==> src/rtl/letter_seq_pkg.sv <==
// Shared definitions for the letter sequencer: FSM state encoding and the blank glyph index.
package letter_seq_pkg;

  typedef enum logic [1:0] {
    IDLE  = 2'd0,
    RUN   = 2'd1,
    GAP   = 2'd2,
    PAUSE = 2'd3
  } seq_state_e;

  localparam logic [3:0] IDX_BLANK = 4'd0;

endpackage

==> src/rtl/letter_sequencer_if.sv <==
// Control/status bundle between a sequencer driver and letter_sequencer.
// The dir signal exists only when LETTER_SEQ_REVERSE_EN is defined.
interface letter_sequencer_if;
  logic       ena;
  logic       start;
  logic       stop;
  logic [1:0] speed;
`ifdef LETTER_SEQ_REVERSE_EN
  logic       dir;
`endif
  logic [3:0] counter;
  logic       busy;
  logic       wrap;

`ifdef LETTER_SEQ_REVERSE_EN
  modport master (output ena, start, stop, speed, dir, input counter, busy, wrap);
  modport slave  (input ena, start, stop, speed, dir, output counter, busy, wrap);
`else
  modport master (output ena, start, stop, speed, input counter, busy, wrap);
  modport slave  (input ena, start, stop, speed, output counter, busy, wrap);
`endif
endinterface

==> src/rtl/letter_sequencer_tick_prescaler.sv <==
// Step-rate prescaler: one-cycle tick every max(PRESCALE>>speed,1) cycles while run is high.
module tick_prescaler #(
  parameter int unsigned PRESCALE = 10_000_000
) (
  input  logic       clk,
  input  logic       rst_n,
  input  logic       run,
  input  logic [1:0] speed,
  output logic       tick
);

  localparam int unsigned PW = (PRESCALE > 1) ? $clog2(PRESCALE) : 1;

  logic [PW-1:0] cnt_q, cnt_d;
  logic [PW-1:0] term;
  logic [31:0]   period;

  // >= rather than == so a speed-up past the current count fires immediately
  always_comb begin
    period = 32'(PRESCALE) >> speed;
    if (period == 32'd0) period = 32'd1;
    term  = PW'(period - 32'd1);
    tick  = run && (cnt_q >= term);
    cnt_d = cnt_q;
    if (run) cnt_d = tick ? '0 : cnt_q + PW'(1);
  end

  always_ff @(posedge clk or negedge rst_n) begin
    if (!rst_n) cnt_q <= '0;
    else        cnt_q <= cnt_d;
  end

endmodule

==> src/rtl/letter_sequencer.sv <==
// Glyph index sequencer feeding the seg7 letter decoder: FIRST_IDX..LAST_IDX, blank gap, repeat.
// Define LETTER_SEQ_REVERSE_EN to add the dir input (reverse order, sampled per repetition).
module letter_sequencer
  import letter_seq_pkg::*;
#(
  parameter int unsigned PRESCALE  = 10_000_000,
  parameter logic [3:0]  FIRST_IDX = 4'd1,
  parameter logic [3:0]  LAST_IDX  = 4'd7,
  parameter int unsigned GAP_TICKS = 2
) (
  input logic               clk,
  input logic               rst_n,
  letter_sequencer_if.slave bus
);

  localparam int unsigned GW       = (GAP_TICKS > 1) ? $clog2(GAP_TICKS) : 1;
  localparam logic [GW-1:0] GAP_LAST = GW'(GAP_TICKS - 1);

  seq_state_e    state_q, state_d;
  logic [3:0]    counter_q, counter_d;
  logic [GW-1:0] gap_q, gap_d;
  logic          wrap_q, wrap_d;
  logic          tick, run;
  logic [3:0]    start_glyph, end_glyph, next_glyph;

  // stop gates the prescaler so the cycle that enters PAUSE leaves it untouched
  assign run = bus.ena && !bus.stop && (state_q == RUN || state_q == GAP);

  tick_prescaler #(.PRESCALE(PRESCALE)) u_prescaler (
    .clk   (clk),
    .rst_n (rst_n),
    .run   (run),
    .speed (bus.speed),
    .tick  (tick)
  );

`ifdef LETTER_SEQ_REVERSE_EN
  logic rev_q, rev_d;

  // direction is latched whenever a repetition starts, i.e. exactly when wrap_d is set
  always_comb begin
    rev_d       = wrap_d ? bus.dir : rev_q;
    start_glyph = bus.dir ? LAST_IDX : FIRST_IDX;
    end_glyph   = rev_q ? FIRST_IDX : LAST_IDX;
    next_glyph  = rev_q ? counter_q - 4'd1 : counter_q + 4'd1;
  end

  always_ff @(posedge clk or negedge rst_n) begin
    if (!rst_n) rev_q <= 1'b0;
    else        rev_q <= rev_d;
  end
`else
  always_comb begin
    start_glyph = FIRST_IDX;
    end_glyph   = LAST_IDX;
    next_glyph  = counter_q + 4'd1;
  end
`endif

  always_comb begin
    state_d   = state_q;
    counter_d = counter_q;
    gap_d     = gap_q;
    wrap_d    = 1'b0;
    if (bus.ena) begin
      unique case (state_q)
        IDLE: begin
          if (bus.start && !bus.stop) begin
            state_d   = RUN;
            counter_d = start_glyph;
            wrap_d    = 1'b1;
          end
        end
        RUN: begin
          if (bus.stop) begin
            state_d = PAUSE;
          end else if (tick) begin
            if (counter_q == end_glyph) begin
              state_d   = GAP;
              counter_d = IDX_BLANK;
              gap_d     = '0;
            end else begin
              counter_d = next_glyph;
            end
          end
        end
        GAP: begin
          if (bus.stop) begin
            state_d = PAUSE;
          end else if (tick) begin
            if (gap_q == GAP_LAST) begin
              state_d   = RUN;
              counter_d = start_glyph;
              wrap_d    = 1'b1;
            end else begin
              gap_d = gap_q + GW'(1);
            end
          end
        end
        PAUSE: begin
          if (bus.start && !bus.stop)
            state_d = (counter_q != IDX_BLANK) ? RUN : GAP;
        end
        default: state_d = IDLE;
      endcase
    end
  end

  always_ff @(posedge clk or negedge rst_n) begin
    if (!rst_n) begin
      state_q   <= IDLE;
      counter_q <= IDX_BLANK;
      gap_q     <= '0;
      wrap_q    <= 1'b0;
    end else begin
      state_q   <= state_d;
      counter_q <= counter_d;
      gap_q     <= gap_d;
      wrap_q    <= wrap_d;
    end
  end

  assign bus.counter = counter_q;
  assign bus.busy    = (state_q != IDLE);
  assign bus.wrap    = wrap_q && bus.ena;

endmodule

==> src/flat_wrapper.sv <==
// flat-port wrapper written by rule: the top's interface ports become plain ports
module letter_sequencer_flat import letter_seq_pkg::*;
#(
  parameter int unsigned PRESCALE  = 10_000_000,
  parameter logic [3:0]  FIRST_IDX = 4'd1,
  parameter logic [3:0]  LAST_IDX  = 4'd7,
  parameter int unsigned GAP_TICKS = 2
)
  (clk, rst_n, bus_ena, bus_start, bus_stop, bus_speed, bus_counter, bus_busy, bus_wrap);
  letter_sequencer_if bus_i ();
  input logic clk;
  input logic rst_n;
  input wire logic [$bits(bus_i.ena)-1:0] bus_ena;
  input wire logic [$bits(bus_i.start)-1:0] bus_start;
  input wire logic [$bits(bus_i.stop)-1:0] bus_stop;
  input wire logic [$bits(bus_i.speed)-1:0] bus_speed;
  output wire logic [$bits(bus_i.counter)-1:0] bus_counter;
  output wire logic [$bits(bus_i.busy)-1:0] bus_busy;
  output wire logic [$bits(bus_i.wrap)-1:0] bus_wrap;
  assign bus_i.ena = bus_ena;
  assign bus_i.start = bus_start;
  assign bus_i.stop = bus_stop;
  assign bus_i.speed = bus_speed;
  assign bus_counter = bus_i.counter;
  assign bus_busy = bus_i.busy;
  assign bus_wrap = bus_i.wrap;
  letter_sequencer #(.PRESCALE(PRESCALE), .FIRST_IDX(FIRST_IDX), .LAST_IDX(LAST_IDX), .GAP_TICKS(GAP_TICKS)) u_core (.clk(clk), .rst_n(rst_n), .bus(bus_i));
endmodule
==> config.mk <==
export PLATFORM = sky130hd
export DESIGN_NAME = letter_sequencer_flat
export DESIGN_NICKNAME = d
export VERILOG_FILES = /design/src/rtl/letter_seq_pkg.sv /design/src/rtl/letter_sequencer_if.sv /design/src/rtl/letter_sequencer_tick_prescaler.sv /design/src/rtl/letter_sequencer.sv /design/src/flat_wrapper.sv
export SDC_FILE = /design/constraint.sdc
export NUM_CORES = 1
export LEC_CHECK = 0
export BUFFER_PORTS_ARGS = -buffer_cell sky130_fd_sc_hd__buf_4
export CAP_MARGIN = 15
export CORE_MARGIN = 4
export CORE_UTILIZATION = 66
export DETAILED_ROUTE_END_ITERATION = 16
export GPL_TIMING_DRIVEN = 0
export PLACE_DENSITY = 0.94
export SLEW_MARGIN = 15
export SYNTH_ARGS = -nofsm -noshare
export SYNTH_HDL_FRONTEND = slang
export SYNTH_SLANG_ARGS = --single-unit
==> constraint.sdc <==
create_clock -name clk -period 6.05 [get_ports clk]
set_clock_uncertainty 0.15 [all_clocks]
set_input_delay 1.21 -clock clk [delete_from_list [all_inputs] [get_ports clk]]
set_output_delay 1.21 -clock clk [all_outputs]
set_load 0.005 [all_outputs]
==> results.yml <==
run_status:
  status: "completed"
logic_synthesis:
  synthFlopType: "dfrtp_1"
  synth_fa_ha_area_frac: 0.184
  muxShareOfSynthArea: 0.0124
  syn_area_um2: 2520
  synth_area_per_cell_um2: 9.15
  yosysTopAreaCellShare: 0.318
  synthSimpleGateAreaFrac: 0.206
  ys_seq_area_frac: 0.318
  synthTopCellsByArea: "dfrtp_1 (32%), ha_1 (18%), nor2_1 (5.2%)"
  yosysUniqueCellTypes: 55
  synth_top_family_by_area: "simple AND/OR/NAND/NOR gates"
  ys_warn_count: 0
  ys_ff_latch: 32
  synthCells: 275
  synth_top_area_cell: "dfrtp_1"
  async_reset_ff_frac: 1.00
  synth_compound_area_frac: 0.170
  yosysMostFrequentCell: "ha_1"
  synth_edf_count: 0
  synth_fp_nets: 319
  synth_xor_area_frac: 0.0696
  synth.cells.most_frequent: "ha_1 (37), nor2_1 (35), dfrtp_1 (32), nand2_1 (25), inv_1 (16)"
cts:
  root_buffer: "clkbuf_8"
  clk_latency_ns: 0.28
  cts_sinks: 32
  cts_buffers: 5
  post_cts_buffers: 0
  ctsResizeCount: 0
  ctsHoldBuffers: 0
  htreeDepth: 2
  clockBufferDepth: 2
  clk_pin_slew_worst_paths_ns: 0.06
  cts_tree: "built"
sta:
  fmax_mhz: 233
  slew_headroom: 0.593
  setup_tns_ns: 0
  setup_violations: 0
  min_period_ns: 4.29
  grt_setup_unrepaired: "false"
  tightestPinTransition_ns: 0.605
  slew_viol_final: 0
  period_share: 0.710
  hold_viol: 0
grt:
  grt_usage: 0.231
  overflow: 0
  grt_pass1_wl_um: 9150
  grt_pass1_vias: 2018
  antenna_found_initial: 0
  grt_max_degree: 33
cells_and_area:
  drive_above_1_share: 0.123
  area_delta_synth_final_pct: 8.70
  diodes: 0
  final_util: 0.747
  nNetsFinal: 338
  nFillCells: 264
routing:
  wl_um: 5310
  wire_per_inst_um: 15.6
  wl_met3_um: 188
  wl_met2_um: 2730
  drtIter0Drc: 134
  viasPerCell: 5.99
  vias: 2036
  top_layer_used: "met4"
  wl_met1_um: 2310
  drtPass1Iterations: 5
  ant_nets: 0
  drc: 0
power_and_ir_drop:
  ir_worst_vdd_mv: 0.278
  powerDensity_nw_per_um2: 252
  total_leakage_power_uw: 0.00133
floorplanning:
  pin_count: 13
  die_h_um: 69.7
  initial_core_util: 0.687
  row_count: 22
  fp.coreArea_um2: 3660
  die-width_um: 69.7
  die-area_um2: 4860
critical_path:
  startpoint_type: "primary input"
  crit_slowest_cell: "ha_1"
  cp_max_fo: 8
  worstPathCellList: "buf_4 > inv_1 > ha_1 > nor4_1 > nand3_1 > o21a_1 > a21oi_1 > ha_1 > nand2_1 > o21ai_0 > a22oi_1 > a32oi_4 > o21a_4 > o21bai_2 > mux2_1"
  critical_path_class: "primary input to flop"
  worst_path_most_repeated_cell: "ha_1"
  cp.buffers_inverters: 2
  critPathArrivalTime_ns: 4.31
  crit_family: "compound AO/OA/AOI/OAI gates"
  cp-end-kind: "flop"
  cp_slowest_stage_delay_ns: 0.35
  critPathRequiredTime_ns: 6.06
placement:
  gp_congestion: 0.850
  port_buffers: 12
  dpl.hpwl_um: 3970
min_path:
  min_path_type: "flop to flop"
job:
  max_cap_viol_count: 0
through the flow:
step | cells | total power (uW) | setup slack, ns | hold slack [ns] | area (um2)
2_1_floorplan | 275 | 464 | 2.04 | 0.349 | 2520
3_3_place_gp | 335 | 532 | 1.57 | 0.367 | 2670
3_5_place_dp | 335 | 548 | 1.45 | 0.383 | 2670
4_1_cts | 340 | 695 | 1.77 | 0.403 | 2740
5_1_grt | 340 | 744 | 1.51 | 0.427 | 2740
6_report | 340 | 690 | 1.76 | 0.402 | 2740
final cells by class:
type,instances,area [um2],area share
flip-flops and latches,32,801,0.293
inverters,16,60.1,0.0220
multi-input cells,221,1610,0.590
clock buffers,5,68.8,0.0252
well taps,48,60.1,0.0220
plain buffers,6,41.3,0.0151
repair buffers,12,90.1,0.0329
tightest hold or removal path, stage by stage (launching register included):
cell,delay [ns]
dfrtp_1,0.40
nand2_1,0.07
nand2_1,0.05
sequential cells by signal, indices dropped and copies added, names as in the netlist:
signal                    flops
u_core.u_prescaler.cnt_q     24
u_core.bus.counter            4
u_core.state_q                2
u_core.gap_q                  1
u_core.wrap_q                 1
per-layer routing:
metal	global-route usage	up-vias
met1	0.279	964
li1	-	1018
met4	0.0766	0
met2	0.406	44
met3	0.0507	10
met5	0	-
power breakdown:
part | internal (uW) | total, uW | switching [uW]
Clock | 73.9 | 143 | 69.2
Combinational | 112 | 261 | 149
Sequential | 244 | 286 | 42.1
Total | 430 | 690 | 260
worst paths after layout:
kind | depth (start not counted) | slack (ns) | from | endpoint
max | 15 | 1.76 | bus_speed[1] | u_core.bus.counter[0]
min | 2 | 0.40 | u_core.u_prescaler.cnt_q[1] | u_core.u_prescaler.cnt_q[1]
max reg2reg | 8 | 3.13 | u_core.u_prescaler.cnt_q[16] | u_core.state_q[0]
min reg2reg | 2 | 0.40 | u_core.u_prescaler.cnt_q[1] | u_core.u_prescaler.cnt_q[1]
max in group asynchronous | 1 | 4.76 | rst_n | u_core.state_q[0]
min in group asynchronous | 1 | 0.70 | rst_n | u_core.u_prescaler.cnt_q[21]
cells in the final DEF, fill, tap and decap left out, types with 3 or more instances in the layout:
| cell | netlist | layout |
|---|---|---|
| a211oi_1 | 3 | 3 |
| a21o_1 | 3 | 3 |
| a21oi_1 | 11 | 11 |
| and3_1 | 3 | 3 |
| buf_4 | 0 | 12 |
| clkbuf_8 | 1 | 6 |
| dfrtp_1 | 32 | 32 |
| ha_1 | 37 | 37 |
| inv_1 | 16 | 16 |
| nand2_1 | 25 | 25 |
| nand3_1 | 11 | 11 |
| nand4_1 | 6 | 6 |
| nor2_1 | 35 | 35 |
| nor3_1 | 3 | 3 |
| nor4_1 | 5 | 5 |
| o21a_1 | 3 | 3 |
| o21ai_0 | 14 | 14 |
| o31ai_1 | 3 | 3 |
| xnor2_1 | 6 | 6 |
| xor2_1 | 14 | 14 |
kinds of logic (layout without fill, tap and decap cells):
family                   after synthesis  count (layout)
AND/OR/NAND/NOR                      104             104
AO/OA/AOI/OAI                         57              57
adder cells (fa/ha/maj)               37              37
flip-flops                            32              32
multiplexers                           3               3
XOR/XNOR                              20              20
buffers and inverters                 22              39
No activity file was read; power rests on OpenSTA's default activity.
